<file path="src/rtl/blinky_pkg.sv">
// rtl/blinky_pkg.sv - shared types, register map and helpers for the LED controller
//
// Contents:
//   mode_t       channel operating mode
//   target_e     decoded register target
//   dec_t        decoded address (target + channel index)
//   decode_addr  register index -> target/channel
//   apply_strb   byte-strobe merge of write data into an old 32-bit value
package blinky_pkg;

  typedef enum logic [1:0] {
    MODE_OFF   = 2'd0,
    MODE_SOLID = 2'd1,
    MODE_BLINK = 2'd2,
    MODE_PWM   = 2'd3
  } mode_t;

  // Global register indices
  localparam logic [7:0] GCTRL = 8'h00;
  localparam logic [7:0] INFO  = 8'h01;
  localparam logic [7:0] FREQ  = 8'h02;

  // Channel register block
  localparam logic [7:0] CH_BASE   = 8'h10;
  localparam logic [7:0] CH_STRIDE = 8'd4;
  localparam logic [1:0] CH_MODE   = 2'd0;
  localparam logic [1:0] CH_PERIOD = 2'd1;
  localparam logic [1:0] CH_DUTY   = 2'd2;
  localparam logic [1:0] CH_CNT    = 2'd3;

  // AXI responses
  localparam logic [1:0] OKAY   = 2'b00;
  localparam logic [1:0] SLVERR = 2'b10;
  localparam logic [1:0] DECERR = 2'b11;

  typedef enum logic [2:0] {
    T_GCTRL,
    T_INFO,
    T_FREQ,
    T_CH_MODE,
    T_CH_PERIOD,
    T_CH_DUTY,
    T_CH_CNT,
    T_NONE
  } target_e;

  typedef struct packed {
    target_e    tgt;
    logic [5:0] ch;
  } dec_t;

  function automatic dec_t decode_addr(input logic [7:0] addr, input int unsigned num_ch);
    dec_t       d;
    logic [7:0] rel;
    d.tgt = T_NONE;
    d.ch  = '0;
    rel   = '0;
    if (addr < CH_BASE) begin
      case (addr)
        GCTRL:   d.tgt = T_GCTRL;
        INFO:    d.tgt = T_INFO;
        FREQ:    d.tgt = T_FREQ;
        default: d.tgt = T_NONE;
      endcase
    end else begin
      rel  = addr - CH_BASE;
      d.ch = 6'(rel / CH_STRIDE);
      // Channel bases at or beyond num_ch stay unmapped
      if ({26'b0, d.ch} < num_ch) begin
        case (2'(rel % CH_STRIDE))
          CH_MODE:   d.tgt = T_CH_MODE;
          CH_PERIOD: d.tgt = T_CH_PERIOD;
          CH_DUTY:   d.tgt = T_CH_DUTY;
          default:   d.tgt = T_CH_CNT;
        endcase
      end
    end
    return d;
  endfunction

  function automatic logic [31:0] apply_strb(input logic [31:0] old_val,
                                             input logic [31:0] wdata,
                                             input logic [3:0]  strb);
    logic [31:0] r;
    r = old_val;
    for (int b = 0; b < 4; b++) begin
      if (strb[b]) r[8*b +: 8] = wdata[8*b +: 8];
    end
    return r;
  endfunction

endpackage

</file>
<file path="src/rtl/blinky_pwm_chan.sv">
// rtl/blinky_pwm_chan.sv - one LED channel: counter, wrap detect and LED flop
//
// Ports:
//   clk_i, rst_i   clock, asynchronous active-high reset
//   en_i           master enable; 0 holds counter and LED at 0
//   clr_i          one-cycle clear of counter and LED (mode/period written)
//   mode_i         off / solid / blink / pwm
//   period_i       period, 0 treated as 1
//   duty_i         pwm high count
//   cnt_o          current counter value
//   led_o          registered LED output
module blinky_pwm_chan
  import blinky_pkg::*;
#(
  parameter int unsigned CNT_WIDTH = 32
) (
  input  logic                 clk_i,
  input  logic                 rst_i,
  input  logic                 en_i,
  input  logic                 clr_i,
  input  mode_t                mode_i,
  input  logic [CNT_WIDTH-1:0] period_i,
  input  logic [CNT_WIDTH-1:0] duty_i,
  output logic [CNT_WIDTH-1:0] cnt_o,
  output logic                 led_o
);

  logic [CNT_WIDTH-1:0] cnt_q, cnt_d;
  logic [CNT_WIDTH-1:0] per_eff, last_cnt;
  logic                 led_q, led_d;
  logic                 wrap, running;

  assign per_eff  = (period_i == '0) ? CNT_WIDTH'(1) : period_i;
  assign last_cnt = per_eff - CNT_WIDTH'(1);
  // >= rather than == so a period lowered below the count wraps at once
  assign wrap     = (cnt_q >= last_cnt);
  assign running  = en_i & ((mode_i == MODE_BLINK) | (mode_i == MODE_PWM));

  always_comb begin
    cnt_d = '0;
    led_d = 1'b0;
    if (running && !clr_i) begin
      cnt_d = wrap ? '0 : cnt_q + CNT_WIDTH'(1);
    end
    if (en_i && !clr_i) begin
      case (mode_i)
        MODE_SOLID: led_d = 1'b1;
        MODE_BLINK: led_d = wrap ? ~led_q : led_q;
        MODE_PWM:   led_d = (cnt_q < duty_i);
        default:    led_d = 1'b0;
      endcase
    end
  end

  always_ff @(posedge clk_i or posedge rst_i) begin
    if (rst_i) begin
      cnt_q <= '0;
      led_q <= 1'b0;
    end else begin
      cnt_q <= cnt_d;
      led_q <= led_d;
    end
  end

  assign cnt_o = cnt_q;
  assign led_o = led_q;

endmodule

</file>
<file path="src/rtl/blinky_skid_buf.sv">
// rtl/blinky_skid_buf.sv - 2-entry skid buffer with registered ready
//
// Ports:
//   clk_i, rst_i             clock, asynchronous active-high reset
//   s_tdata_i/tvalid_i/tready_o  upstream stream (tready is a flop, 0 in reset)
//   m_tdata_o/tvalid_o/tready_i  downstream stream (head of the buffer)
module blinky_skid_buf #(
  parameter int unsigned WIDTH = 8
) (
  input  logic             clk_i,
  input  logic             rst_i,
  input  logic [WIDTH-1:0] s_tdata_i,
  input  logic             s_tvalid_i,
  output logic             s_tready_o,
  output logic [WIDTH-1:0] m_tdata_o,
  output logic             m_tvalid_o,
  input  logic             m_tready_i
);

  logic [1:0][WIDTH-1:0] data_q, data_d;
  logic [1:0]            count_q, count_d;
  logic                  ready_q, ready_d;
  logic                  push, pop;

  assign push       = s_tvalid_i & ready_q;
  assign pop        = m_tvalid_o & m_tready_i;
  assign m_tvalid_o = (count_q != 2'd0);
  assign m_tdata_o  = data_q[0];
  assign s_tready_o = ready_q;

  always_comb begin
    data_d  = data_q;
    count_d = count_q;
    if (pop) begin
      data_d[0] = data_q[1];
      count_d   = count_q - 2'd1;
    end
    // After a pop the fill level is 0 or 1, which is also the free slot index
    if (push) begin
      data_d[count_d[0]] = s_tdata_i;
      count_d            = count_d + 2'd1;
    end
    // Ready is registered: the second entry absorbs the beat that arrives
    // in the cycle the downstream stalls.
    ready_d = (count_d != 2'd2);
  end

  always_ff @(posedge clk_i or posedge rst_i) begin
    if (rst_i) begin
      data_q  <= '0;
      count_q <= 2'd0;
      ready_q <= 1'b0;
    end else begin
      data_q  <= data_d;
      count_q <= count_d;
      ready_q <= ready_d;
    end
  end

endmodule

</file>
<file path="src/rtl/blinky_pwm_reg.sv">
// rtl/blinky_pwm_reg.sv - AXI-Lite multi-channel LED controller (off/solid/blink/pwm)
//
// Ports:
//   clk, rst                 clock, asynchronous active-high reset
//   led[NUM_CH]              registered channel outputs
//   s_axil_aw*/w*/b*         AXI-Lite write address, data, response
//   s_axil_ar*/r*            AXI-Lite read address, data
// Addresses are word indices. AW, W and AR each pass through a skid buffer.
module blinky_pwm_reg
  import blinky_pkg::*;
#(
  parameter int unsigned CLK_FREQ  = 100_000_000,
  parameter int unsigned NUM_CH    = 4,
  parameter int unsigned CNT_WIDTH = 32
) (
  input  logic              clk,
  input  logic              rst,
  output logic [NUM_CH-1:0] led,
  input  logic [7:0]        s_axil_awaddr,
  input  logic              s_axil_awvalid,
  output logic              s_axil_awready,
  input  logic [31:0]       s_axil_wdata,
  input  logic [3:0]        s_axil_wstrb,
  input  logic              s_axil_wvalid,
  output logic              s_axil_wready,
  output logic              s_axil_bvalid,
  output logic [1:0]        s_axil_bresp,
  input  logic              s_axil_bready,
  input  logic [7:0]        s_axil_araddr,
  input  logic              s_axil_arvalid,
  output logic              s_axil_arready,
  output logic              s_axil_rvalid,
  output logic [31:0]       s_axil_rdata,
  output logic [1:0]        s_axil_rresp,
  input  logic              s_axil_rready
);

  localparam logic [CNT_WIDTH-1:0] PERIOD_RST = CNT_WIDTH'(CLK_FREQ / 2);
  localparam logic [CNT_WIDTH-1:0] DUTY_RST   = PERIOD_RST / 2;

  // Skid buffer outputs
  logic [7:0]  aw_addr, ar_addr;
  logic [35:0] w_beat;
  logic [31:0] w_data;
  logic [3:0]  w_strb;
  logic        aw_valid, w_valid, ar_valid;
  logic        wr_fire, rd_fire;

  // Register file
  logic                                 gctrl_q, gctrl_d;
  logic [NUM_CH-1:0][1:0]               mode_q, mode_d;
  logic [NUM_CH-1:0][CNT_WIDTH-1:0]     period_q, period_d;
  logic [NUM_CH-1:0][CNT_WIDTH-1:0]     duty_q, duty_d;
  logic [NUM_CH-1:0][CNT_WIDTH-1:0]     cnt_w;
  logic [NUM_CH-1:0]                    clr;

  // Response channels
  logic        bvalid_q, bvalid_d;
  logic [1:0]  bresp_q, bresp_d;
  logic        rvalid_q, rvalid_d;
  logic [1:0]  rresp_q, rresp_d;
  logic [31:0] rdata_q, rdata_d;

  dec_t        wr_dec, rd_dec;
  logic [1:0]  wr_resp, rd_resp;
  logic [31:0] rd_data;

  blinky_skid_buf #(.WIDTH(8)) u_aw_skid (
    .clk_i(clk), .rst_i(rst),
    .s_tdata_i(s_axil_awaddr), .s_tvalid_i(s_axil_awvalid), .s_tready_o(s_axil_awready),
    .m_tdata_o(aw_addr), .m_tvalid_o(aw_valid), .m_tready_i(wr_fire)
  );

  blinky_skid_buf #(.WIDTH(36)) u_w_skid (
    .clk_i(clk), .rst_i(rst),
    .s_tdata_i({s_axil_wstrb, s_axil_wdata}), .s_tvalid_i(s_axil_wvalid), .s_tready_o(s_axil_wready),
    .m_tdata_o(w_beat), .m_tvalid_o(w_valid), .m_tready_i(wr_fire)
  );

  blinky_skid_buf #(.WIDTH(8)) u_ar_skid (
    .clk_i(clk), .rst_i(rst),
    .s_tdata_i(s_axil_araddr), .s_tvalid_i(s_axil_arvalid), .s_tready_o(s_axil_arready),
    .m_tdata_o(ar_addr), .m_tvalid_o(ar_valid), .m_tready_i(rd_fire)
  );

  assign w_data  = w_beat[31:0];
  assign w_strb  = w_beat[35:32];
  assign wr_dec  = decode_addr(aw_addr, NUM_CH);
  assign rd_dec  = decode_addr(ar_addr, NUM_CH);

  // A response slot is free when empty or being drained this cycle
  assign wr_fire = aw_valid & w_valid & (~bvalid_q | s_axil_bready);
  assign rd_fire = ar_valid & (~rvalid_q | s_axil_rready);

  // Write path: response code and register next-state
  always_comb begin
    logic [31:0] merged;
    merged   = '0;
    gctrl_d  = gctrl_q;
    mode_d   = mode_q;
    period_d = period_q;
    duty_d   = duty_q;
    clr      = '0;

    case (wr_dec.tgt)
      T_GCTRL, T_CH_MODE, T_CH_PERIOD, T_CH_DUTY: wr_resp = OKAY;
      T_INFO, T_FREQ, T_CH_CNT:                   wr_resp = SLVERR;
      default:                                    wr_resp = DECERR;
    endcase

    // wstrb=0 is a legal no-op write; it must not disturb the counters
    if (wr_fire && (w_strb != 4'b0000)) begin
      if (wr_dec.tgt == T_GCTRL) begin
        merged  = apply_strb({31'b0, gctrl_q}, w_data, w_strb);
        gctrl_d = merged[0];
      end
      for (int i = 0; i < NUM_CH; i++) begin
        if (wr_dec.ch == 6'(i)) begin
          case (wr_dec.tgt)
            T_CH_MODE: begin
              merged    = apply_strb({30'b0, mode_q[i]}, w_data, w_strb);
              mode_d[i] = merged[1:0];
              clr[i]    = 1'b1;
            end
            T_CH_PERIOD: begin
              merged      = apply_strb(32'(period_q[i]), w_data, w_strb);
              period_d[i] = CNT_WIDTH'(merged);
              clr[i]      = 1'b1;
            end
            T_CH_DUTY: begin
              merged    = apply_strb(32'(duty_q[i]), w_data, w_strb);
              duty_d[i] = CNT_WIDTH'(merged);
            end
            default: ;
          endcase
        end
      end
    end

    bvalid_d = wr_fire ? 1'b1 : (s_axil_bready ? 1'b0 : bvalid_q);
    bresp_d  = wr_fire ? wr_resp : bresp_q;
  end

  // Read path: sampled from current register state, so a same-cycle
  // write to the same register reads back the old value.
  always_comb begin
    rd_data = '0;
    rd_resp = (rd_dec.tgt == T_NONE) ? DECERR : OKAY;
    case (rd_dec.tgt)
      T_GCTRL: rd_data = {31'b0, gctrl_q};
      T_INFO:  rd_data = {16'b0, 8'(CNT_WIDTH), 8'(NUM_CH)};
      T_FREQ:  rd_data = 32'(CLK_FREQ);
      default: ;
    endcase
    for (int i = 0; i < NUM_CH; i++) begin
      if (rd_dec.ch == 6'(i)) begin
        case (rd_dec.tgt)
          T_CH_MODE:   rd_data = {30'b0, mode_q[i]};
          T_CH_PERIOD: rd_data = 32'(period_q[i]);
          T_CH_DUTY:   rd_data = 32'(duty_q[i]);
          T_CH_CNT:    rd_data = 32'(cnt_w[i]);
          default: ;
        endcase
      end
    end

    rvalid_d = rd_fire ? 1'b1 : (s_axil_rready ? 1'b0 : rvalid_q);
    rresp_d  = rd_fire ? rd_resp : rresp_q;
    rdata_d  = rd_fire ? rd_data : rdata_q;
  end

  always_ff @(posedge clk or posedge rst) begin
    if (rst) begin
      gctrl_q  <= 1'b0;
      mode_q   <= '0;
      period_q <= {NUM_CH{PERIOD_RST}};
      duty_q   <= {NUM_CH{DUTY_RST}};
      bvalid_q <= 1'b0;
      bresp_q  <= OKAY;
      rvalid_q <= 1'b0;
      rresp_q  <= OKAY;
      rdata_q  <= '0;
    end else begin
      gctrl_q  <= gctrl_d;
      mode_q   <= mode_d;
      period_q <= period_d;
      duty_q   <= duty_d;
      bvalid_q <= bvalid_d;
      bresp_q  <= bresp_d;
      rvalid_q <= rvalid_d;
      rresp_q  <= rresp_d;
      rdata_q  <= rdata_d;
    end
  end

  assign s_axil_bvalid = bvalid_q;
  assign s_axil_bresp  = bresp_q;
  assign s_axil_rvalid = rvalid_q;
  assign s_axil_rresp  = rresp_q;
  assign s_axil_rdata  = rdata_q;

  for (genvar g = 0; g < NUM_CH; g++) begin : g_chan
    blinky_pwm_chan #(.CNT_WIDTH(CNT_WIDTH)) u_chan (
      .clk_i    (clk),
      .rst_i    (rst),
      .en_i     (gctrl_q),
      .clr_i    (clr[g]),
      .mode_i   (mode_t'(mode_q[g])),
      .period_i (period_q[g]),
      .duty_i   (duty_q[g]),
      .cnt_o    (cnt_w[g]),
      .led_o    (led[g])
    );
  end

endmodule

</file>
<file path="config.mk">
export PLATFORM = sky130hd
export DESIGN_NAME = blinky_pwm_reg
export DESIGN_NICKNAME = d
export VERILOG_FILES = /design/src/rtl/blinky_pkg.sv /design/src/rtl/blinky_pwm_chan.sv /design/src/rtl/blinky_skid_buf.sv /design/src/rtl/blinky_pwm_reg.sv
export SDC_FILE = /design/constraint.sdc
export NUM_CORES = 2
export LEC_CHECK = 0
export BUFFER_PORTS_ARGS = -buffer_cell sky130_fd_sc_hd__buf_2
export CORE_MARGIN = 2
export CORE_UTILIZATION = 40
export CTS_CLUSTER_SIZE = 20
export DETAILED_ROUTE_END_ITERATION = 8
export GPL_ROUTABILITY_DRIVEN = 0
export GPL_TIMING_DRIVEN = 0
export HOLD_SLACK_MARGIN = 0.12
export PLACE_DENSITY = 0.61
export SLEW_MARGIN = 20
export SYNTH_ARGS = -nofsm -noshare
export SYNTH_HDL_FRONTEND = slang
export SYNTH_SLANG_ARGS = --single-unit
</file>
<file path="constraint.sdc">
create_clock -name clk -period 54.5 [get_ports clk]
set_input_delay 10.9 -clock clk [delete_from_list [all_inputs] [get_ports clk]]
set_output_delay 10.9 -clock clk [all_outputs]
set_load 0.1 [all_outputs]
</file>
=== Word level (Yosys, flattened, before mapping) ===
Cells that the tools add are included.
W data, S select, Z words.

* Add/subtract/negate cells: 16
* $lt $le $gt $ge: 18
* Equal/unequal tests: 46
* Muxes and demuxes: 76
* Bitwise logic cells: 25
* Reduce and logical (&&, ||, !) cells: 74

{| class="wikitable"
|+ Operators with widths
! operator !! number
|-
| $mux W32 || 16
|-
| $pmux W32 S4 || 4
|-
| $reduce_and A4 Y1 || 36
|-
| $add A32 B1 Y32 const B || 4
|-
| $ge A32 B32 Y1 || 4
|-
| $logic_not A32 Y1 || 4
|-
| $lt A32 B32 Y1 || 4
|-
| $sub A32 B1 Y32 const B || 4
|-
| $mux W36 || 3
|-
| $pmux W27 S3 || 1
|-
| $bwmux W72 || 1
|-
| $mux W8 || 6
|-
| $demux W36 S1 || 1
|-
| $pmux W3 S3 || 4
|-
| $bwmux W16 || 2
|-
| $eq A6 B2 Y1 const B || 4
|-
| $eq A3 B3 Y1 const B || 7
|-
| $eq A2 B2 Y1 const B || 10
|-
| $mux W1 || 17
|-
| $demux W8 S1 || 2
|-
| $eq A8 B1 Y1 const B || 2
|-
| $eq A8 B2 Y1 const B || 2
|-
| $logic_not A8 Y1 || 2
|-
| $lt A8 B5 Y1 const B || 2
|-
| other kinds (32) || 113
|}

* Bits in registers: 548
* Input port bits: 59
* Output and inout bits: 45
* Logic and storage cells: 317

=== Depth between registers and ports, before layout ===
* Depth after elaboration: 15
* Mapped depth: 26
* Gate-level depth less buffers: 23

=== Cells and area by module ===
From an unflattened synthesis, not the netlist that was laid out.

* Cells, all modules: 3458
* Area, all modules: 35611.7 µm²

{| class="wikitable"
|+ Modules (own cells, without submodules)
! module !! times used !! cells each !! area each (µm²) !! seq. area each (µm²)
|-
| blinky_pwm_reg || 1 || 1323 || 15648.8 || 7677.4
|-
| blinky_pwm_chan (g_chan[0].u_chan ...) || 3 || 425 || 3606.0 || 825.8
|-
| blinky_pwm_chan (g_chan[1].u_chan) || 1 || 423 || 3632.2 || 825.8
|-
| blinky_skid_buf (u_w_skid) || 1 || 293 || 3525.9 || 1876.8
|-
| blinky_skid_buf (u_ar_skid ...) || 2 || 72 || 993.5 || 475.5
|}

=== Least setup slack after synthesis ===
OpenSTA, ideal clock, no wires.

* Path type: input port to flip-flop
* From: input s_axil_bready
* To: register u_w_skid.data_q[36] (netlist bit)
* Library setup time: 0.125 ns
* Data arrival time: 12.794 ns
* Required time: 54.375 ns
* Path slack: 41.581 ns
* Stages on the path: 8
* Path buffers: 3
* Path through: nand2b_1 -> and2_1 -> clkbuf_1 -> xnor2_1 -> ha_1 -> clkbuf_1 -> buf_1 -> mux2_2

* Word-level cells in the longest chain between the ends: 9
* Elaborated cells between the ends (all ways): 10
* Classes of those cells: order compare: 2; mux: 4; bitwise: 3; reduce/logical: 1

{| class="wikitable"
|+ RTL lines
! what !! RTL line !! text
|-
| start, declared || blinky_pwm_reg.sv:28 || <nowiki>input logic s_axil_bready,</nowiki>
|-
| $or A1 B1 Y1 (*) || blinky_pwm_reg.sv:92 || <nowiki>assign wr_fire = aw_valid & w_valid & (~bvalid_q | s_axil_bready);</nowiki>
|-
| $and A1 B1 Y1 (*) || blinky_pwm_reg.sv:92 ||
|-
| $and A1 B1 Y1 (*) || blinky_skid_buf.sv:26 || <nowiki>assign pop = m_tvalid_o & m_tready_i;</nowiki>
|-
| $mux W2 (*) || blinky_skid_buf.sv:34 || <nowiki>if (pop) begin</nowiki>
|-
| $lt A1 B2 Y1 (implied by the code) or $ge A1 B1 Y1 (tied branches) || blinky_skid_buf.sv:40 || <nowiki>data_d[count_d[0]] = s_tdata_i;</nowiki>
|-
| $logic_and A1 B1 Y1 (implied by the code) || blinky_skid_buf.sv:40 ||
|-
| $mux W36 (implied by the code) || blinky_skid_buf.sv:40 ||
|-
| $demux W36 S1 (*) || n/a ||
|-
| $bwmux W72 (*) || blinky_skid_buf.sv:40 ||
|-
| end signal, assigned || blinky_skid_buf.sv:54 || <nowiki>data_q <= data_d;</nowiki>
|-
| end, declared || blinky_skid_buf.sv:20 || <nowiki>logic [1:0][WIDTH-1:0] data_q, data_d;</nowiki>
|}

Every way passes the cells marked *; elsewhere a longest branch is shown, timed or not.
A chain may end at the register's enable or synchronous reset.

=== Worst setup path after layout ===
* From: input s_axil_rready
* To: register rdata_q[8], in the netlist s_axil_rdata[8]

* Word-level cells in the longest chain between the ends: 2

{| class="wikitable"
|+ RTL lines
! what !! RTL line !! text
|-
| start, declared || blinky_pwm_reg.sv:35 || <nowiki>input logic s_axil_rready</nowiki>
|-
| $or A1 B1 Y1 || blinky_pwm_reg.sv:93 || <nowiki>assign rd_fire = ar_valid & (~rvalid_q | s_axil_rready);</nowiki>
|-
| $and A1 B1 Y1 || blinky_pwm_reg.sv:93 ||
|-
| end signal, assigned || blinky_pwm_reg.sv:192 || <nowiki>rdata_q <= rdata_d;</nowiki>
|-
| end, declared || blinky_pwm_reg.sv:62 || <nowiki>logic [31:0] rdata_q, rdata_d;</nowiki>
|}

Every way passes these cells.

==> impl_metrics.yaml <==
run_status:
  status: "completed"
clock_network:
  numCtsBuffers: 69
  h-tree-depth: 3
  cts_setup_buffers: 0
  clk_latency_ns: 0.62
  clkSlewWorstSetupHoldPaths_ns: 0.06
  cts_sinks: 547
  ctsResizeCount: 0
  cts_tree: "built"
  cts_root_buffer: "clkbuf_16"
  clk_path_buf_depth: 3
  cts-hold-fix-buffers: 0
detailed_routing:
  drt_drc_violations_left: 0
  wl_per_cell_um: 25.1
  drtIter0Drc: 2605
  vias: 28000
  via_per_inst: 5.86
  dr.pass1.iters: 6
  finalWirelength_um: 120000
  ant_nets: 0
timing:
  hold_viol_final: 0
  timing_worst_slew_pin_value_ns: 1.20
  holdWs_ns: 0.490
  rsz0062_at_grt: "false"
  max_slew_margin: 0.201
  period_share: 0.246
  fin_skew_ns: 0.0248
  tns_ns: 0
  finalMaxSlewViolations: 0
  setup_viol: 0
  fmax_ghz: 0.0747
  period_needed_ns: 13.39
min_path:
  hold_path_class: "flop to flop"
die:
  pin_count: 104
  die_h_um: 297
  fp-row-count: 107
  core-area_um2: 85100
  dieArea_um2: 88200
  start_util: 0.403
  die_x_um: 297
worst_setup_path:
  cp_max_fo: 10
  critPathKind: "input pin to flop"
  cp.required_ns: 55.00
  startpoint_type: "input pin"
  end_kind: "flop"
  cp_data_arrival_time_ns: 13.89
yosys:
  synth-edff-count: 0
  async_flop_share: 1.00
  seq_area_frac_synth: 0.402
  syn_area_per_cell_um2: 10.1
  yosysUniqueCellTypes: 84
  ys_ff_latch: 547
  netlist_instances: 3405
  ys.flop_type: "dfrtp_1"
  syn-num-nets: 3743
  synth_area_um2: 34300
  yosysWarnings: 0
grt:
  grt_pass1_wl_um: 178000
  grt_pass1_vias: 27100
  track_usage: 0.268
  grt_antenna_before_repair: 8
  grt-ovfl-total: 0
  grt_max_degree: 101
power:
  report.power.total_mw: 1.60
  power_density_nw_per_um2: 41.1
  ir_drop_mv: 0.0483
  leakage_nw: 17.4
finish:
  multiInputGateArea_um2: 19300
  area_growth_syn_to_layout_pct: 13.3
  fin_nets: 3924
  register_area_um2: 13800
  drive_above_1_share: 0.201
  fillCellCount: 8100
  post-route-cell-area_um2: 38900
placement:
  post_dp_cell_area_um2: 36500
  port_buffers: 103
  hpwl_um: 89000
run:
  drv_cap: 0
where the power goes:
part	internal (mW)	leakage [nW]	switching [mW]
clock	0.304	1.17	0.189
sequential	0.463	7.00	0.120
combinational	0.157	9.26	0.366
sequential cells by signal, indices dropped and copies added (netlist names), 2 cells and up:
signal,flops
g_chan.u_chan.cnt_o,128
g_chan.u_chan.led_o,4
u_ar_skid.m_tdata_o,8
u_aw_skid.data_q,8
s_axil_bresp,2
u_ar_skid.data_q,8
mode_q,8
u_aw_skid.count_q,2
period_q,128
s_axil_rdata,32
u_w_skid.data_q,36
u_aw_skid.m_tdata_o,8
u_w_skid.count_q,2
u_ar_skid.count_q,2
duty_q,128
u_w_skid.m_tdata_o,36
cell type report:
| cell class | count | share of cell area |
|---|---|---|
| Multi-Input combinational cell | 2553 | 0.497 |
| Sequential cell | 547 | 0.355 |
| Clock buffer | 92 | 0.0503 |
| Tap cell | 1144 | 0.0368 |
| Timing Repair Buffer | 110 | 0.0178 |
| Inverter | 173 | 0.0169 |
| Buffer | 132 | 0.0147 |
| Clock inverter | 30 | 0.0115 |
| Antenna cell | 3 | 0.000193 |
cells in the mapped netlist (all sizes together), types with 6 or more instances:
library cell	instances	area, um^2
inv	173	649
and3	26	163
nand2b	22	138
dfrtp	451	11300
o211ai	11	82.6
a21o	45	338
a22oi	20	150
nand4	52	325
o21a	23	173
mux2i	159	1590
o21ai	156	781
and4	15	131
buf	60	303
dfstp	96	2520
o2111ai	6	52.6
o2bb2ai	13	114
clkbuf	72	270
nor2b	17	106
a21oi	137	686
or4	15	124
xnor2	137	1200
nor3b	8	60.1
a22o	11	96.3
xor2	96	841
mux2	325	3660
nor2	284	1070
nand3	73	365
ha	279	3490
a221oi	29	254
nor4	38	259
a211oi	15	113
nand2	244	936
nor3	65	335
and2	14	88.8
or3	23	156
o22ai	100	626
a31oi	11	68.8
or2	8	52.6
o41ai	8	70.1
critical path, stage by stage:
cell	delay (ns)
buf_2	0.07
nand2b_1	0.16
nand2b_1	0.09
clkbuf_1	0.41
clkbuf_1	0.43
a221oi_1	0.97
o21ai_0	0.60
o21a_1	0.25
final timing paths:
check	to	slack (ns)	depth (start not counted)	start
worst max-delay path	s_axil_rdata[8]$_DFFE_PP0P_	41.11	8	s_axil_rready
worst min-delay path	s_axil_rdata[2]$_DFFE_PP0P_	0.49	1	s_axil_rdata[2]$_DFFE_PP0P_
worst max register to register	g_chan[1].u_chan.cnt_o[1]$_DFF_PP0_	48.20	19	period_q[56]$_DFFE_PP0P_
worst min register to register	s_axil_rdata[2]$_DFFE_PP0P_	0.49	1	s_axil_rdata[2]$_DFFE_PP0P_
max in group asynchronous	duty_q[11]$_DFFE_PP1P_	42.51	5	rst
min in group asynchronous	u_w_skid.data_q[44]$_DFFE_PP0P_	10.35	2	rst
routing by layer:
layer	up-vias	routed length [um]	track usage
li1	12700	-	-
met1	13900	52000	0.365
met2	1172	50200	0.393
met3	297	11300	0.0757
met4	6	6600	0.126
met5	-	44	0
kinds of logic after synthesis:
family | Yosys count | share of synthesized area
xor gates and xnor gates | 233 | 0.0594
adders and majority gates | 279 | 0.102
muxes | 484 | 0.153
AOI/OAI and AO/OA | 631 | 0.117
and+or+nand+nor | 926 | 0.131
buffers and inverters | 305 | 0.0356
DFF | 547 | 0.402
per-stage QoR:
| step | worst slack (ns) | utilization | cells |
|---|---|---|---|
| 2_1_floorplan | 28.47 | - | 3405 |
| 3_3_place_gp | 21.65 | 0.426 | 4652 |
| 3_5_place_dp | 40.73 | 0.428 | 4658 |
| 4_1_cts | 41.38 | 0.457 | 4780 |
| 5_1_grt | 41.07 | 0.457 | 4781 |
| 6_report | 41.11 | 0.457 | 4784 |
placed cells by master (no fill, tap or decap), drive strengths merged, types with 13 or more instances in the layout:
master / count
o22ai: 100
nor2: 284
nand4: 52
o2bb2ai: 13
a221oi: 29
nand2b: 22
a21oi: 137
dfstp: 96
or4: 15
or3: 23
a22oi: 20
and4: 15
mux2i: 159
nor4: 38
nor2b: 17
mux2: 325
and2: 14
buf: 170
clkinv: 13
nand2: 244
inv: 174
and3: 26
o21a: 23
nand3: 73
xor2: 96
o21ai: 156
dfrtp: 451
a21o: 45
ha: 279
clkbuf: 164
nor3: 65
xnor2: 137
a211oi: 15
Power figures use the tool's default switching activity.
